--- src/rtl/ni_packet_injector.sv ---
// Network-interface transmit engine: turns a packet request plus a payload word stream
// into header/body/tail flits for a router Local input port, one packet in flight.
module ni_packet_injector #(
   parameter int unsigned DATA_WIDTH = 32,
   parameter int unsigned AXIS       = 4,
   parameter int unsigned LEN_W      = 12
) (
   input  logic                  clk,
   input  logic                  rst,
   input  logic [AXIS-1:0]       cur_addr,
   input  logic                  pkt_req,
   input  logic [AXIS-1:0]       pkt_dst,
   input  logic [LEN_W-1:0]      pkt_len,
   output logic                  pkt_ack,
   output logic                  pkt_err,
   input  logic [27:0]           pl_data,
   input  logic                  pl_valid,
   output logic                  pl_ready,
   output logic [DATA_WIDTH-1:0] TX,
   output logic                  RTS,
   input  logic                  DCTS,
   output logic                  busy,
   output logic                  pkt_done,
   output logic [15:0]           pkt_cnt
);

   localparam int unsigned PL_W = DATA_WIDTH - 4;

   typedef enum logic [1:0] {StIdle, StHead, StPayload} state_t;

   state_t           state_q;
   logic [LEN_W-1:0] len_q;
   logic [LEN_W-1:0] rem_q;
   logic [7:0]       pkt_id_q;

   // Type field on top, even parity over everything above bit 0.
   function automatic logic [DATA_WIDTH-1:0] mk_flit(input logic [2:0]      typ,
                                                    input logic [PL_W-1:0] field);
      logic [DATA_WIDTH-1:0] f;
      f    = {typ, field, 1'b0};
      f[0] = ^f[DATA_WIDTH-1:1];
      return f;
   endfunction

   logic [PL_W-1:0] hdr_field;
   assign hdr_field = {pkt_len, pkt_dst, cur_addr, pkt_id_q};

   // rem_q==0 means the tail is already loaded, so no further word may be taken.
   assign pl_ready = (state_q == StPayload) && pl_valid && (rem_q != '0) && (!RTS || DCTS);
   assign busy     = (state_q != StIdle);

   always_ff @(posedge clk or posedge rst) begin
      if (rst) begin
         state_q  <= StIdle;
         len_q    <= '0;
         rem_q    <= '0;
         pkt_id_q <= '0;
         TX       <= '0;
         RTS      <= 1'b0;
         pkt_ack  <= 1'b0;
         pkt_err  <= 1'b0;
         pkt_done <= 1'b0;
         pkt_cnt  <= '0;
      end else begin
         pkt_ack  <= 1'b0;
         pkt_err  <= 1'b0;
         pkt_done <= 1'b0;
         unique case (state_q)
            StIdle: begin
               if (pkt_req) begin
                  if (pkt_len >= LEN_W'(2)) begin
                     pkt_ack <= 1'b1;
                     len_q   <= pkt_len;
                     TX      <= mk_flit(3'b001, hdr_field);
                     RTS     <= 1'b1;
                     state_q <= StHead;
                  end else begin
                     pkt_err <= 1'b1;
                  end
               end
            end
            StHead: begin
               if (DCTS) begin
                  rem_q    <= len_q - LEN_W'(1);
                  pkt_id_q <= pkt_id_q + 8'd1;
                  RTS      <= 1'b0;
                  state_q  <= StPayload;
               end
            end
            StPayload: begin
               if (pl_ready) begin
                  TX    <= mk_flit((rem_q == LEN_W'(1)) ? 3'b100 : 3'b010, pl_data);
                  RTS   <= 1'b1;
                  rem_q <= rem_q - LEN_W'(1);
               end else if (RTS && DCTS) begin
                  RTS <= 1'b0;
                  if (rem_q == '0) begin
                     state_q  <= StIdle;
                     pkt_done <= 1'b1;
                     pkt_cnt  <= pkt_cnt + 16'd1;
                  end
               end
            end
            default: state_q <= StIdle;
         endcase
      end
   end

endmodule

--- config.mk ---
export PLATFORM = sky130hd
export DESIGN_NAME = ni_packet_injector
export DESIGN_NICKNAME = d
export VERILOG_FILES = /design/src/rtl/ni_packet_injector.sv
export SDC_FILE = /design/constraint.sdc
export NUM_CORES = 1
export LEC_CHECK = 0
export CAP_MARGIN = 20
export CORE_MARGIN = 3
export CORE_UTILIZATION = 48
export DETAILED_ROUTE_END_ITERATION = 6
export GPL_TIMING_DRIVEN = 1
export HOLD_SLACK_MARGIN = 0.06
export PLACE_DENSITY_LB_ADDON = 0.1
export SLEW_MARGIN = 0
export SYNTH_ARGS = -nofsm -noshare
export SYNTH_HDL_FRONTEND = slang
export SYNTH_SLANG_ARGS = --single-unit
--- constraint.sdc ---
create_clock -name clk -period 3.6 [get_ports clk]
set_clock_uncertainty 0.15 [all_clocks]
set_input_delay 0.54 -clock clk [delete_from_list [all_inputs] [get_ports clk]]
set_output_delay 0.54 -clock clk [all_outputs]
set_load 0.02 [all_outputs]
==> results of run 1 <==
-- cell type report --
cell class | count | area (µm²)
clock inverter | 1 | 30.0
tap | 129 | 161
multi-input combinational | 351 | 2410
inverter | 21 | 80.1
sequential | 86 | 2150
timing repair buffer | 111 | 1120
clock buffer | 13 | 159
fill | 811 | 3300
-- synthesized netlist by cell type (3+ instances only) --
master and count:
mux2_2 11, dfrtp_1 86, a21oi_1 31, mux2i_1 19, nand4_1 4, nand3_1 13
nand2b_1 4, o21ai_0 45, ha_1 17, nor2_1 26, nor3_1 6, clkbuf_1 10
nand3b_1 3, buf_4 4, nand2_1 56, buf_2 3, xnor2_1 52, xnor3_1 3
xor2_1 18, inv_1 21, and3_1 11
-- worst min-delay path: stages, from the launching register on --
cell and delay, ps:
dfrtp_1 350, nand2_1 50, o21ai_0 60
-- metrics by stage --
stage          std cells   util  setup slack, ps  total power [mW]  instance area (µm²)
2_1_floorplan        478      -              688              2.97                 4730
3_3_place_gp         698  0.630              639              3.69                 5930
3_5_place_dp         698  0.630              591              3.74                 5930
4_1_cts              712  0.650              446              4.44                 6120
5_1_grt              712  0.650              365              4.73                 6120
6_report             712  0.650              454              4.41                 6120
-- state kept, by name, summed over array words and instances (netlist names) --
signal,flops
TX,32
pkt_ack,1
pkt_done,1
state_q,2
pkt_id_q,8
len_q,12
pkt_cnt,16
rem_q,12
pkt_err,1
RTS,1
-- cells by family after synthesis --
family / count (synthesis) / share of synthesized area
buffers and inverters: 41 / 0.0371
and+or+nand+nor: 139 / 0.144
DFF: 86 / 0.455
AOI/OAI and AO/OA: 92 / 0.109
muxes: 30 / 0.0665
xor gates and xnor gates: 73 / 0.144
adders and majority gates: 17 / 0.0450
-- path summary, 6_finish.rpt --
kind	from	cells after the start	slack, ps	endpoint
worst max-delay path	rem_q[6]	4	450	pl_ready
worst min-delay path	TX[11]	2	340	TX[11]
worst max register to register	rem_q[6]	7	780	rem_q[9]
worst min register to register	TX[11]	2	340	TX[11]
max in group asynchronous	rst	3	2100	pkt_id_q[5]
min in group asynchronous	rst	2	500	pkt_cnt[15]
-- power breakdown --
group	leakage (nW)	internal (mW)	total [mW]	switching (mW)
clock	0.0956	0.353	0.687	0.334
sequential	1.09	1.31	1.61	0.302
combinational	1.53	1.01	2.11	1.10
-- routing by layer --
| metal | GRT usage | share of wire |
|---|---|---|
| met5 | 0 | 0 |
| met4 | 0.0609 | 0.015 |
| met3 | 0.0557 | 0.052 |
| met2 | 0.331 | 0.48 |
| met1 | 0.285 | 0.45 |
==> metrics.md, run 1 <==
| Metric | Value |
|---|---|
| TritonRoute pass-1 iters | `4` |
| Mapped Area | `roughly 4700 µm²` |
| EDFF count, synth | `0` |
| Diode count | `0` |
| Syn Area/Cell | `9.89 µm²` |
| Crit-path max FO | `7` |
| Die Y | `between 100 and 150 µm` |
| Total grt overflow | `0` |
| WL final | `11.2 mm` |
| Commonest non-fill, non-tap cell in the layout | `clkdlybuf4s50_1` |
| Yosys warns | `0` |
| Hold WS | `339 ps` |
| Largest net degree at the start of global routing | `63` |
| Max Cap Viol | `0` |
| Setup bufs post-CTS | `0` |
| Relative slew margins | `0.439` |
| Worst Tran Pin Value | `~840 ps` |
| Final period utilization | `0.874` |
| Worst Setup End Kind | `output pin` |
| Global Route Usage Sum | `0.210` |
| 1st-iter DRT viols | `91` |
| CP Cell Sequence | `or4_4 > nor4_4 > a21oi_2 > clkdlybuf4s50_1` |
| CP top delay family | `simple AND/OR/NAND/NOR gates` |
| Most frequent cells in the layout | `clkdlybuf4s50_1, dfrtp_1, nand2_1` |
| # setup viols final | `0` |
| CP Launch Type | `flip-flop` |
| Max IR drop VDD | `357 µV` |
| CORE AREA | `9420 µm²` |
| Root buf cell | `clkbuf_8` |
| Yosys top cell by area | `dfrtp_1` |
| Required time worst endpoint | `2910 ps` |
| Final ANT Viol Nets | `0` |
| Syn Inst Count | `between 400 and 500` |
| Critical Path AT | `approximately 2500 ps` |
| Critical path's slowest cell | `or4_4` |
| DR vias | `roughly 3700` |
| Final Wtd Congestion | `0.808` |
| Die X | `105 µm` |
| DR DRC count | `0` |
| Number of placed I/O pins | `roughly 110` |
| Layout cells sized above 1 | `0.0669` |
| Final Max Tran Viols | `0` |
| Clk slew on worst S/H paths | `80 ps` |
| H-tree depth | `3` |
| Fin crit period | `3150 ps` |
| CTS Hold Bufs | `0` |
| CTS Buf Count | `9` |
| Primary FF master, synth | `dfrtp_1` |
| WP buf/inv | `1` |
| Status | `finished clean` |
| FMAX | `0.318 GHz` |
| Leak | `2.71 nW` |
| Drt via density | `5.19` |
| Vias in the first global route | `3737` |
| First-pass GRT wire length | `18.7 mm` |
| WL per Instance | `15.7 µm` |
| Layout net count | `650` |
| Initial antenna violation count | `0` |
| Die footprint | `11100 µm²` |
| Critical setup path kind | `flip-flop to output pin` |
| Net Count, Synth | `548` |
| RSZ-0062 raised after global routing | `false` |
| Clock Latency Late Sink | `360 ps` |
| Post-synthesis sequential area ratio | `0.455` |
| Hold Fails Final Rpt | `0` |
| Number of synthesized register bits | `86` |
| Sum Neg Setup Slack | `0 ps` |
| Initial core utilization | `0.502` |
| Power Density | `about 720 nW/µm²` |
| Count of cell types in the netlist | `47` |
| Post-synthesis async set-or-reset flop share | `1.00` |
| IO buf count | `106` |
| Area delta synth->final | `29.5%` |
| TritonCTS clock tree | `built` |
| Top cell type's share of synthesized area | `0.455` |
| HPWL Detailed | `8.37 mm` |
| Rows | `35` |
| Max incr delay on CP | `590 ps` |
| Synth top area cells | `dfrtp_1, xnor2_1, o21ai_0` |
| Clock Path Buffers | `2` |
| Min-Delay Path Class | `flip-flop to flip-flop` |
| Clk sinks | `86` |
| PostCTS Resize Cnt | `0` |
(Power assumes the default switching activity.)
==> run 2, diff against run 1 <==
CTS_CLUSTER_SIZE = 10   (was default)
SLEW_MARGIN = default   (was 0)
==> results of run 2 <==
Final layout, timing and power as in run 1 (identical DEF).
==> run 3, diff against run 2 <==
REMOVE_ABC_BUFFERS = 1   (was default)
==> run 3 against run 2 <==
Net effect: critical path depth unchanged; die area unchanged; routed wire length down 2.7%; setup slack better by 16 ps; first-iteration DRC count up 11%; total power about the same; core utilization up 0.053 points; via count down 0.68%; cell area about the same; hold slack worse by 94 ps; global-route usage down 0.83 points; critical endpoint unchanged; highest routed layer unchanged.
==> metrics.md, run 3 (same netlist as run 1, synthesis figures left out) <==
| Metric | Value |
|---|---|
| Status | `finished clean` |
| PostCTS Resize Cnt | `0` |
| CTS Hold Bufs | `0` |
| Leak | `roughly 2.7 nW` |
| WP buf/inv | `1` |
| Layout net count | `between 600 and 700` |
| Worst r2r src | `rem_q[6]` |
| Initial antenna violation count | `0` |
| Largest reg by FF count | `TX` |
| Rows | `35` |
| WL final | `10.9 mm` |
| Hold Fails Final Rpt | `0` |
| Critical Path AT | `2440 ps` |
| Placed cell count | `697` |
| R2r worst-path depth | `7` |
| Area delta synth->final | `29.6%` |
| Biggest regs | `TX x32, pkt_cnt x16` |
| Critical path origin | `rem_q[6]` |
| H-tree depth | `3` |
| CP top delay family | `simple AND/OR/NAND/NOR gates` |
| Overall Power | `approximately 4.4 mW` |
| Final Wtd Congestion | `just under 0.8` |
| Die Y | `about 110 µm` |
| Setup bufs post-CTS | `0` |
| Fin crit period | `roughly 3100 ps` |
| First-pass GRT wire length | `18.1 mm` |
| Final ANT Viol Nets | `0` |
| Total grt overflow | `0` |
| CORE AREA | `9420 µm²` |
| Commonest non-fill, non-tap cell in the layout | `clkdlybuf4s50_1` |
| Drt via density | `roughly 5.1` |
| Net Sw Frac | `0.398` |
| Max IR drop VDD | `325 µV` |
| Initial core utilization | `0.502` |
| FMAX | `0.320 GHz` |
| DR DRC count | `0` |
| RSZ-0062 raised after global routing | `false` |
| Clock Power Share | `0.166` |
| Layout cells sized above 1 | `0.0719` |
| TritonRoute pass-1 iters | `4` |
| Min-Delay Path Class | `input pin to asynchronous set/reset pin` |
| Power Density | `720 nW/µm²` |
| Clock Path Buffers | `2` |
| Sequential Power Share | `0.368` |
| Comb power frac | `0.466` |
| Crit-path max FO | `7` |
| WL per Instance | `15.2 µm` |
| Max incr delay on CP | `590 ps` |
| Post-Place Setup Slack | `618 ps` |
| R2R setup slack | `around 730 ps` |
| Diode count | `0` |
| Required time worst endpoint | `2910 ps` |
| Largest register FFs | `32` |
| DR vias | `3671` |
| Final worst slack | `approximately 470 ps` |
| Die X | `about 110 µm` |
| IO buf count | `106` |
| Root buf cell | `clkbuf_8` |
| Layout Cells excl Fill | `~710` |
| Number of placed I/O pins | `approximately 110` |
| HPWL Detailed | `8.07 mm` |
| Relative slew margins | `0.300` |
| # setup viols final | `0` |
| Internal power | `2.65 mW` |
| Worst Tran Pin Value | `1050 ps` |
| Die footprint | `11100 µm²` |
| CP Launch Type | `flip-flop` |
| Capturing point of the worst reg2reg path | `TX[18]` |
| Most frequent cells in the layout | `clkdlybuf4s50_1, dfrtp_1, nand2_1` |
| Final Max Tran Viols | `0` |
| CP Cell Sequence | `or4_4 > nor4_4 > a21oi_2 > clkdlybuf4s50_1` |
| TritonCTS clock tree | `built` |
| Switching pwr | `1.76 mW` |
| Clk sinks | `86` |
| Hold WS | `246 ps` |
| Clock Latency Late Sink | `360 ps` |
| 1st-iter DRT viols | `101` |
| Critical setup path kind | `flip-flop to output pin` |
| Worst Setup End Kind | `output pin` |
| Max Cap Viol | `0` |
| Largest net degree at the start of global routing | `a little under 80` |
| CTS Buf Count | `9` |
| Critical path's slowest cell | `or4_4` |
| Final period utilization | `0.869` |
| Clk slew on worst S/H paths | `100 ps` |
| Vias in the first global route | `3680` |
| Global Route Usage Sum | `0.201` |
==> run 3: cell count changes in the layout (fill, tap and decap cells not counted) <==
cell / delta
inv_8: +1
clkinv_4: +1
inv_6: +3
clkbuf_8: -1
clkbuf_1: -2
buf_12: -1
==> run 3: layer usage <==
layer,vias to the layer above,track usage,part of all wire
li1,1831,-,-
met1,1745,0.275,0.46
met2,81,0.316,0.47
met3,14,0.0441,0.051
met4,0,0.0750,0.019
met5,-,0,0
==> run 3: per-stage QoR <==
step / utilization / TNS [ps] / cell area [µm²]
floorplan: - / -23710 / 4630
global placement: 0.628 / 0 / 5910
detailed placement: 0.628 / 0 / 5910
CTS: 0.650 / 0 / 6120
global route: 0.650 / 0 / 6120
finish: 0.650 / 0 / 6120
==> run 3: area by class of cell <==
type | instances | area [µm²]
Multi-Input combinational cell | 351 | 2410
Tap cell | 129 | 161
Sequential cell | 86 | 2150
Inverter | 21 | 80.1
Timing Repair Buffer | 110 | 1100
Clock buffer | 10 | 138
Fill cell | 788 | 3290
Clock inverter | 6 | 76.3
==> run 3: how the worst max path moves through the flow <==
stage,to,cells after the start
after floorplan,TX[30],5
after global placement,len_q[6],8
after detailed placement,len_q[7],8
after CTS,pl_ready,4
after global routing,pl_ready,4
final,pl_ready,4
==> run 3: power groups by stage <==
stage	Clock [mW]	Sequential, mW	Combinational [mW]
after global placement	0	1.62	2.03
after CTS	0.746	1.62	2.08
after detailed placement	0	1.63	2.07
after global routing	0.790	1.67	2.28
after floorplan	0	1.78	1.14
final	0.734	1.62	2.06
